**config.mk**
```make
export PLATFORM = sky130hd
export DESIGN_NAME = atm_key_entry
export DESIGN_NICKNAME = d
export VERILOG_FILES = /design/src/rtl/atm_key_entry.sv
export SDC_FILE = /design/constraint.sdc
export NUM_CORES = 1
export LEC_CHECK = 0
export ABC_AREA = 0
export CAP_MARGIN = 20
export CORE_MARGIN = 2
export CORE_UTILIZATION = 48
export DETAILED_ROUTE_END_ITERATION = 16
export MAX_ROUTING_LAYER = met4
export PLACE_DENSITY = 0.72
export SLEW_MARGIN = 15
export SYNTH_ARGS = -nofsm -noshare
export SYNTH_HDL_FRONTEND = slang
export SYNTH_SLANG_ARGS = --single-unit
```
**constraint.sdc**
```tcl
create_clock -name clk -period 9.7 [get_ports clk]
set_input_delay 0.97 -clock clk [delete_from_list [all_inputs] [get_ports clk]]
set_output_delay 0.97 -clock clk [all_outputs]
set_load 0.01 [all_outputs]
```
**src/rtl/atm_key_entry.sv**
```systemverilog
// atm_key_entry: collects ASCII key strobes from the key decoder into BCD digits,
// a menu choice or a currency choice depending on the entry mode armed by start.
// Supports backspace, quit, idle timeout and a start/done handshake toward the
// main ATM control FSM.
module atm_key_entry #(
   parameter int ACC_DIGITS     = 4,
   parameter int PIN_DIGITS     = 4,
   parameter int AMT_DIGITS     = 8,
   parameter int TIMEOUT_CYCLES = 300_000_000
) (
   input  logic                              clk,
   input  logic                              rst_n,
   input  logic                              start,
   input  logic [3:0]                        mode_in,
   input  logic                              key_valid,
   input  logic [7:0]                        key_code,
   output logic                              key_ready,
   output logic [4*AMT_DIGITS-1:0]           digits_out,
   output logic [$clog2(AMT_DIGITS+1)-1:0]   digit_count,
   output logic [1:0]                        menu_sel,
   output logic [2:0]                        currency_sel,
   output logic [3:0]                        status_code,
   output logic                              done,
   output logic                              busy
);

   localparam int DW = 4 * AMT_DIGITS;
   localparam int CW = $clog2(AMT_DIGITS + 1);
   localparam int TW = (TIMEOUT_CYCLES < 2) ? 1 : $clog2(TIMEOUT_CYCLES);
   localparam logic [TW-1:0] T_LAST = TW'((TIMEOUT_CYCLES > 0) ? TIMEOUT_CYCLES - 1 : 0);

   localparam logic [3:0] M_SINGLE = 4'd1;
   localparam logic [3:0] M_ACC    = 4'd2;
   localparam logic [3:0] M_PIN    = 4'd3;
   localparam logic [3:0] M_MENU   = 4'd4;
   localparam logic [3:0] M_CUR    = 4'd5;
   localparam logic [3:0] M_AMT    = 4'd6;

   localparam logic [3:0] S_EXIT     = 4'd7;
   localparam logic [3:0] S_COMPLETE = 4'd8;
   localparam logic [3:0] S_TIMEOUT  = 4'd9;
   localparam logic [3:0] S_BAD_MODE = 4'd10;

   localparam logic [7:0] K_QUIT  = 8'h71;
   localparam logic [7:0] K_ENTER = 8'h0D;
   localparam logic [7:0] K_BS    = 8'h08;

   typedef enum logic [1:0] {ST_IDLE, ST_COLLECT, ST_FINISH} state_t;

   state_t          state;
   logic [3:0]      mode_reg;
   logic [TW-1:0]   timer;
   logic            menu_set;
   logic            cur_set;

   logic            mode_ok;
   logic            is_digit;
   logic            is_cur_key;
   logic [CW-1:0]   digit_limit;
   logic            enter_ok;
   logic [DW-1:0]   digits_shl;

   assign mode_ok    = (mode_in >= M_SINGLE) && (mode_in <= M_AMT);
   assign is_digit   = (key_code >= 8'h30) && (key_code <= 8'h39);
   assign is_cur_key = (key_code >= 8'h31) && (key_code <= 8'h35);
   // Shift the new digit in at the bottom; the top nibble falls off (never nonzero
   // because the count limit stops shifting before the register is full).
   assign digits_shl = DW'({digits_out, key_code[3:0]});

   // Per-mode digit limit and whether Enter may complete the entry now.
   always_comb begin
      digit_limit = CW'(AMT_DIGITS);
      enter_ok    = 1'b0;
      case (mode_reg)
         M_SINGLE: enter_ok = 1'b1;
         M_ACC: begin
            digit_limit = CW'(ACC_DIGITS);
            enter_ok    = (digit_count == CW'(ACC_DIGITS));
         end
         M_PIN: begin
            digit_limit = CW'(PIN_DIGITS);
            enter_ok    = (digit_count == CW'(PIN_DIGITS));
         end
         M_AMT:   enter_ok = (digit_count != '0);
         M_MENU:  enter_ok = menu_set;
         M_CUR:   enter_ok = cur_set;
         default: enter_ok = 1'b0;
      endcase
   end

   // Entry FSM with all outputs registered; start outside FINISH always re-arms.
   always_ff @(posedge clk or negedge rst_n) begin
      if (!rst_n) begin
         state        <= ST_IDLE;
         mode_reg     <= '0;
         timer        <= '0;
         menu_set     <= 1'b0;
         cur_set      <= 1'b0;
         key_ready    <= 1'b0;
         digits_out   <= '0;
         digit_count  <= '0;
         menu_sel     <= '0;
         currency_sel <= '0;
         status_code  <= '0;
         done         <= 1'b0;
         busy         <= 1'b0;
      end else begin
         done <= 1'b0;
         if (start && state != ST_FINISH) begin
            // Any key presented in the same cycle is dropped by taking this branch.
            digits_out   <= '0;
            digit_count  <= '0;
            menu_sel     <= '0;
            currency_sel <= '0;
            menu_set     <= 1'b0;
            cur_set      <= 1'b0;
            timer        <= '0;
            mode_reg     <= mode_in;
            busy         <= 1'b1;
            if (mode_ok) begin
               state       <= ST_COLLECT;
               key_ready   <= 1'b1;
               status_code <= '0;
            end else begin
               state       <= ST_FINISH;
               key_ready   <= 1'b0;
               status_code <= S_BAD_MODE;
            end
         end else begin
            case (state)
               ST_COLLECT: begin
                  if (key_valid) begin
                     timer <= '0;
                     if (key_code == K_QUIT) begin
                        state       <= ST_FINISH;
                        key_ready   <= 1'b0;
                        status_code <= S_EXIT;
                     end else if (key_code == K_ENTER) begin
                        if (enter_ok) begin
                           state       <= ST_FINISH;
                           key_ready   <= 1'b0;
                           status_code <= S_COMPLETE;
                        end
                     end else begin
                        case (mode_reg)
                           M_ACC, M_PIN, M_AMT: begin
                              if (is_digit && digit_count < digit_limit) begin
                                 digits_out  <= digits_shl;
                                 digit_count <= digit_count + CW'(1);
                              end else if (key_code == K_BS && digit_count != '0) begin
                                 digits_out  <= digits_out >> 4;
                                 digit_count <= digit_count - CW'(1);
                              end
                           end
                           M_MENU: begin
                              menu_set <= (key_code == 8'h62) || (key_code == 8'h63) ||
                                          (key_code == 8'h77) || (key_code == 8'h74) || menu_set;
                              case (key_code)
                                 8'h62:   menu_sel <= 2'd0;
                                 8'h63:   menu_sel <= 2'd1;
                                 8'h77:   menu_sel <= 2'd2;
                                 8'h74:   menu_sel <= 2'd3;
                                 default: menu_sel <= menu_sel;
                              endcase
                           end
                           M_CUR: begin
                              if (is_cur_key) begin
                                 currency_sel <= key_code[2:0] - 3'd1;
                                 cur_set      <= 1'b1;
                              end
                           end
                           default: ;
                        endcase
                     end
                  end else if (TIMEOUT_CYCLES != 0) begin
                     if (timer == T_LAST) begin
                        state       <= ST_FINISH;
                        key_ready   <= 1'b0;
                        status_code <= S_TIMEOUT;
                     end else begin
                        timer <= timer + TW'(1);
                     end
                  end
               end
               ST_FINISH: begin
                  done      <= 1'b1;
                  busy      <= 1'b0;
                  key_ready <= 1'b0;
                  state     <= ST_IDLE;
               end
               default: ;
            endcase
         end
      end
   end

endmodule
```
# Yosys cells after proc, flatten, opt, wreduce, memory -nomap -nowiden
# Index checks and enable logic that the tools add are counted.
[classes]
n_reduce_logical = 31
addsub = 4
mux = 77
eq_ne = 26
n_lt_le_gt_ge = 7
[op_table]
columns = ["op", "count"]
rows = [
  ["32-bit 2-to-1 mux", 8],
  ["29-bit 2-to-1 mux", 4],
  ["4-bit 2-to-1 mux", 17],
  ["8-bit by 7-bit == test with 1-bit output, second input constant", 5],
  ["29-bit by 1-bit adder with 29-bit output, second input constant", 1],
  ["29-bit == test, second input constant", 1],
  ["2-bit 2-to-1 mux", 13],
  ["1-bit 2-to-1 mux", 24],
  ["3-bit 2-to-1 mux", 7],
  ["6-bit AND reduction", 3],
  ["4-bit by 3-bit == test with 1-bit output, second input constant", 4],
  ["8-bit by 4-bit == test with 1-bit output, second input constant", 2],
  ["8-bit by 6-bit >= comparator with 1-bit output, second input constant", 2],
  ["8-bit by 6-bit less-or-equal comparator with 1-bit output, second input constant", 2],
  ["2-bit nonzero test", 7],
  ["5-bit != test, second input constant", 2],
  ["3-bit nonzero test", 3],
  ["4-bit by 2-bit == test with 1-bit output, second input constant", 2],
  ["4-bit by 1-bit != test with 1-bit output, second input constant", 2],
  ["2-bit case mux with 4 select lines", 1],
  ["4-bit AND reduction", 2],
  ["1-bit logical AND", 6],
  ["2-bit != test, second input constant", 3],
  ["1-bit case mux with 5 select lines", 1],
  ["20 further kinds", 23],
]
[word_totals]
out_inout_bits = 48
elab_cells = 158
ff_bits = 85

# Depth between registers and ports, before layout
[depth]
depth_word = 12
ltp_mapped = 15
mapped_depth_nobuf = 12

# Least setup slack after synthesis
# No wires, ideal clock.
[synth_timing]
kind = "input port to flip-flop"
from = "input port key_code[0]"
to = "register digit_count[3]"
stages = 15
required_time_ns = 9.622
t_arrival_ns = 3.733
n_path_buf = 3
path_slack_ns = 5.889
cell_sequence = "inv_1 -> ha_1 -> a31oi_1 -> o21ai_0 -> and3_1 -> buf_2 -> inv_1 -> buf_2 -> buf_2 -> ha_1 -> a21o_1 -> a21oi_1 -> mux2_2 -> or3_1 -> a21oi_1"
[synth_between]
elab_chain_cells = 10
[synth_lines]
columns = ["element", "line_no", "text"]
rows = [
  ["start: declaration", "16", "input logic [7:0] key_code,"],
  ["8-bit by 6-bit >= comparator with 1-bit output or 8-bit by 6-bit less-or-equal comparator with 1-bit output (tied branches)", "64", "assign is_digit = (key_code >= 8'h30) && (key_code <= 8'h39);"],
  ["1-bit logical AND", "64", ""],
  ["1-bit logical AND", "147", "if (is_digit && digit_count < digit_limit) begin"],
  ["4-bit 2-to-1 mux", "147", ""],
  ["4-bit 2-to-1 mux", "145", "case (mode_reg)"],
  ["4-bit 2-to-1 mux", "138", "end else if (key_code == K_ENTER) begin"],
  ["4-bit 2-to-1 mux", "134", "if (key_code == K_QUIT) begin"],
  ["4-bit 2-to-1 mux", "132", "if (key_valid) begin"],
  ["4-bit 2-to-1 mux", "130", "case (state)"],
  ["4-bit 2-to-1 mux", "109", "if (start && state != ST_FINISH) begin"],
  ["end signal: assignment", "149", "digit_count <= digit_count + CW'(1);"],
  ["end signal: assignment", "152", "digit_count <= digit_count - CW'(1);"],
  ["end: declaration", "19", "output logic [$clog2(AMT_DIGITS+1)-1:0] digit_count,"],
]
# Parallel ways exist; a longest one is shown, timed or not. The select of a mux whose other input is x is not followed.
# A chain may end at the register's enable or synchronous reset.

# Worst setup path after layout
# Same ends and word-level chain as after synthesis.

==> reports/qor.txt <==
Pre-CTS setup slack -> 4.29 ns
Pwr Density -> 158 mW/mm^2
Top Registers -> digits_out (32), timer (29)
Yosys cell types -> 53
Synth async-reset ratio -> 100%
Initial antenna violation count -> 0
Max VDD drop -> 96.0 uV
Worst-skew pair later-pin latency -> 0.36 ns
Post-route setup slack -> 4.70 ns
Final hold vios -> 0
Clk_skew -> 0.00741 ns
Max FFs per register -> 32
WL/cell -> 16.4 um
CP Cell Sequence -> clkdlybuf4s50_1 -> inv_1 -> ha_1 -> a31oi_1 -> o21ai_0 -> and3_1 -> inv_1 -> ha_1 -> a21o_1 -> a21oi_1 -> mux2_2 -> or3_1 -> a21oi_1
Slowest stage cell, crit path -> and3_1
Core area -> 0.00920 mm^2
Seq pwr share -> 46.1%
CTS tree -> yes
CTS Buf Count -> 9
Synth warn -> 0
RSZ-0062 raised after global routing -> false
Ant. Diodes -> 0
Setup TNS -> 0 ns
Postcts setup bufs -> 0
Hold/Removal Path Class -> flip-flop to flip-flop
Critical path type -> input port to flip-flop
Int Pwr -> 0.588 mW
Met1 WL -> 5150 um
Synth Area in XOR/XNOR -> 4.45%
Final core utilization -> 59.2%
Vias in the first global route -> 3611
Total number of vias -> 3725
Top Layer Used -> met4
Clock share of power -> 32.9%
Row count -> 35
Worst slew pin tran -> 1.03 ns
Hold_buf cts -> 0
Fillers -> 789
Synth Cell Area -> 0.00452 mm^2
Total grt overflow -> 0
WP buf/inv -> 3
Synth Area in Compound Gates -> 14.4%
Met3 WL -> 368 um
Fin crit share -> 51.6%
Register bit count reported by yosys -> 84
Syn nets -> 498
Status -> finished, final reports clean
Worst EP required -> 9.99 ns
IO buf count -> 63
GPL Wtd Cong -> 0.943
CP arrival -> 5.29 ns
Count of antenna-violating nets left after detailed routing -> 0
Die Ht -> 101 um
Drt first pass iters -> 4
Synth area leader -> dfrtp_1
First-pass GRT wire length -> 17800 um
Total GRT Usage -> 22.5%
Root buffer cell -> clkbuf_8
Initial core utilization -> 49.2%
Post-synthesis sequential area ratio -> 46.5%
Max Root-Sink Buffers -> 2
DP Wirelength -> 7080 um
Largest net degree at the start of global routing -> 85
Crit-path max cell delay -> 0.79 ns
Starting DRC count in detailed routing -> 191
Area grow syn2layout -> 20.4%
Synth Flop Type -> dfrtp_1
CP Launch Type -> input port
Slew Limit Headroom -> 31.1%
Final Max Slew Viols -> 0
Top reg by flops -> digits_out
F_max -> 0.200 GHz
Post-synth top cells -> dfrtp_1, nor2_1, o21ai_0, a21oi_1, nand2_1
Synth area leaders -> dfrtp_1, mux2i_1, o21ai_0
P_sw -> 0.271 mW
Final setup fails -> 0
Crit. End Element -> flip-flop
Simple-gate share of the synthesized area -> 21.0%
Count leader, synth -> dfrtp_1
Routed WL -> 10500 um
CTS resizes -> 0
Clk slew on worst S/H paths -> 0.09 ns
Avg Inst Size Synth -> 9.56 um^2
Maxcap violations -> 0
Leak -> 2.32 nW
Mapped Cells -> 473
Post-synthesis mux area share -> 7.66%
Logic pwr share -> 20.9%
H-tree level count -> 3
# DRC -> 0
Clock Sinks -> 84
Nets -> 550
Area fraction of the dominant cell type after synthesis -> 46.5%
Vias per std cell -> 5.81
Largest family of logic cells by synthesized area -> simple AND/OR/NAND/NOR gates
Share of layout cells above drive strength 1 -> 7.74%
Min cycle time layout -> 5.00 ns
DIE AREA -> 0.0102 mm^2
Switching share of power -> 31.5%
Top-Level Pins -> 64
Metal2 WL -> 4870 um
Post-synth EDFFs -> 0
Crit-path max FO -> 23
CP top delay family -> buffers and inverters
Die X -> 101 um
Adder-cell share of the synthesized area -> 2.88%
-- worst reg2reg max path, cell delays in order (launching register included) --
cell	delay, ns
dfrtp_1	0.43
nand2b_1	0.16
nor2_1	0.06
ha_1	0.18
nor4_1	0.24
and3_1	0.81
inv_1	0.75
ha_1	0.54
a21o_1	0.18
a21oi_1	0.15
mux2_2	0.36
or3_1	0.31
a21oi_1	0.14
-- per-stage QoR --
step                hold slack [ns]  instances  area (um^2)  power, mW
detailed placement            0.485        624         5210      0.581
global placement              0.476        624         5210      0.577
CTS                           0.505        640         5440      0.863
floorplan                     0.459        473         4520      0.515
global route                  0.531        641         5450      0.904
finish                        0.498        641         5450      0.859
-- final timing paths --
path                             startpoint  slack (ns)             end  depth (start not counted)
worst min-delay path                   busy        0.50            busy                          2
worst max register to register  mode_reg[1]        5.32  digit_count[3]                         12
worst max-delay path            key_code[0]        4.70  digit_count[3]                         13
worst min register to register         busy        0.50            busy                          2
max in group asynchronous             rst_n        8.54  digits_out[22]                          1
min in group asynchronous             rst_n        0.64     mode_reg[1]                          1
-- logic make-up after synthesis --
group | Yosys count
AO/OA/AOI/OAI | 112
AND/OR/NAND/NOR | 175
flip-flops | 84
adder cells (fa/ha/maj) | 10
buffers and inverters | 35
XOR/XNOR | 23
multiplexers | 34
-- power groups by stage --
stage | Sequential, mW | Combinational, mW | Clock, mW
CTS | 0.396 | 0.179 | 0.287
detailed placement | 0.403 | 0.178 | 0
global route | 0.400 | 0.202 | 0.302
finish | 0.396 | 0.180 | 0.283
floorplan | 0.400 | 0.115 | 0
global placement | 0.402 | 0.175 | 0
-- metal layers --
metal / vias up / GRT usage (%)
li1: 1826 / -
met1: 1808 / 31.9
met2: 81 / 33.0
met3: 10 / 4.16
met4: 0 / 7.07
met5: - / -
-- layout by cell type, fill, tap and decap left out, types with 16 or more instances in the layout --
cell type / netlist / layout
dfrtp_1: 84 / 84
nand2_1: 38 / 38
xnor2_1: 16 / 16
mux2i_1: 29 / 29
nand3_1: 16 / 16
o21ai_0: 42 / 42
clkdlybuf4s50_1: 0 / 62
a21oi_1: 40 / 39
nor2_1: 43 / 43
nor3_1: 18 / 18
-- cell type report --
| class | instances | area [um^2] | share of cell area [%] |
|---|---|---|---|
| Tap cell | 111 | 139 | 2.55 |
| Multi-Input combinational cell | 354 | 2290 | 42.0 |
| Clock buffer | 9 | 124 | 2.27 |
| Clock inverter | 7 | 97.6 | 1.79 |
| Inverter | 9 | 33.8 | 0.620 |
| Timing Repair Buffer | 67 | 662 | 12.2 |
| Sequential cell | 84 | 2100 | 38.6 |
Note: power is estimated with default switching activity, not from simulation.
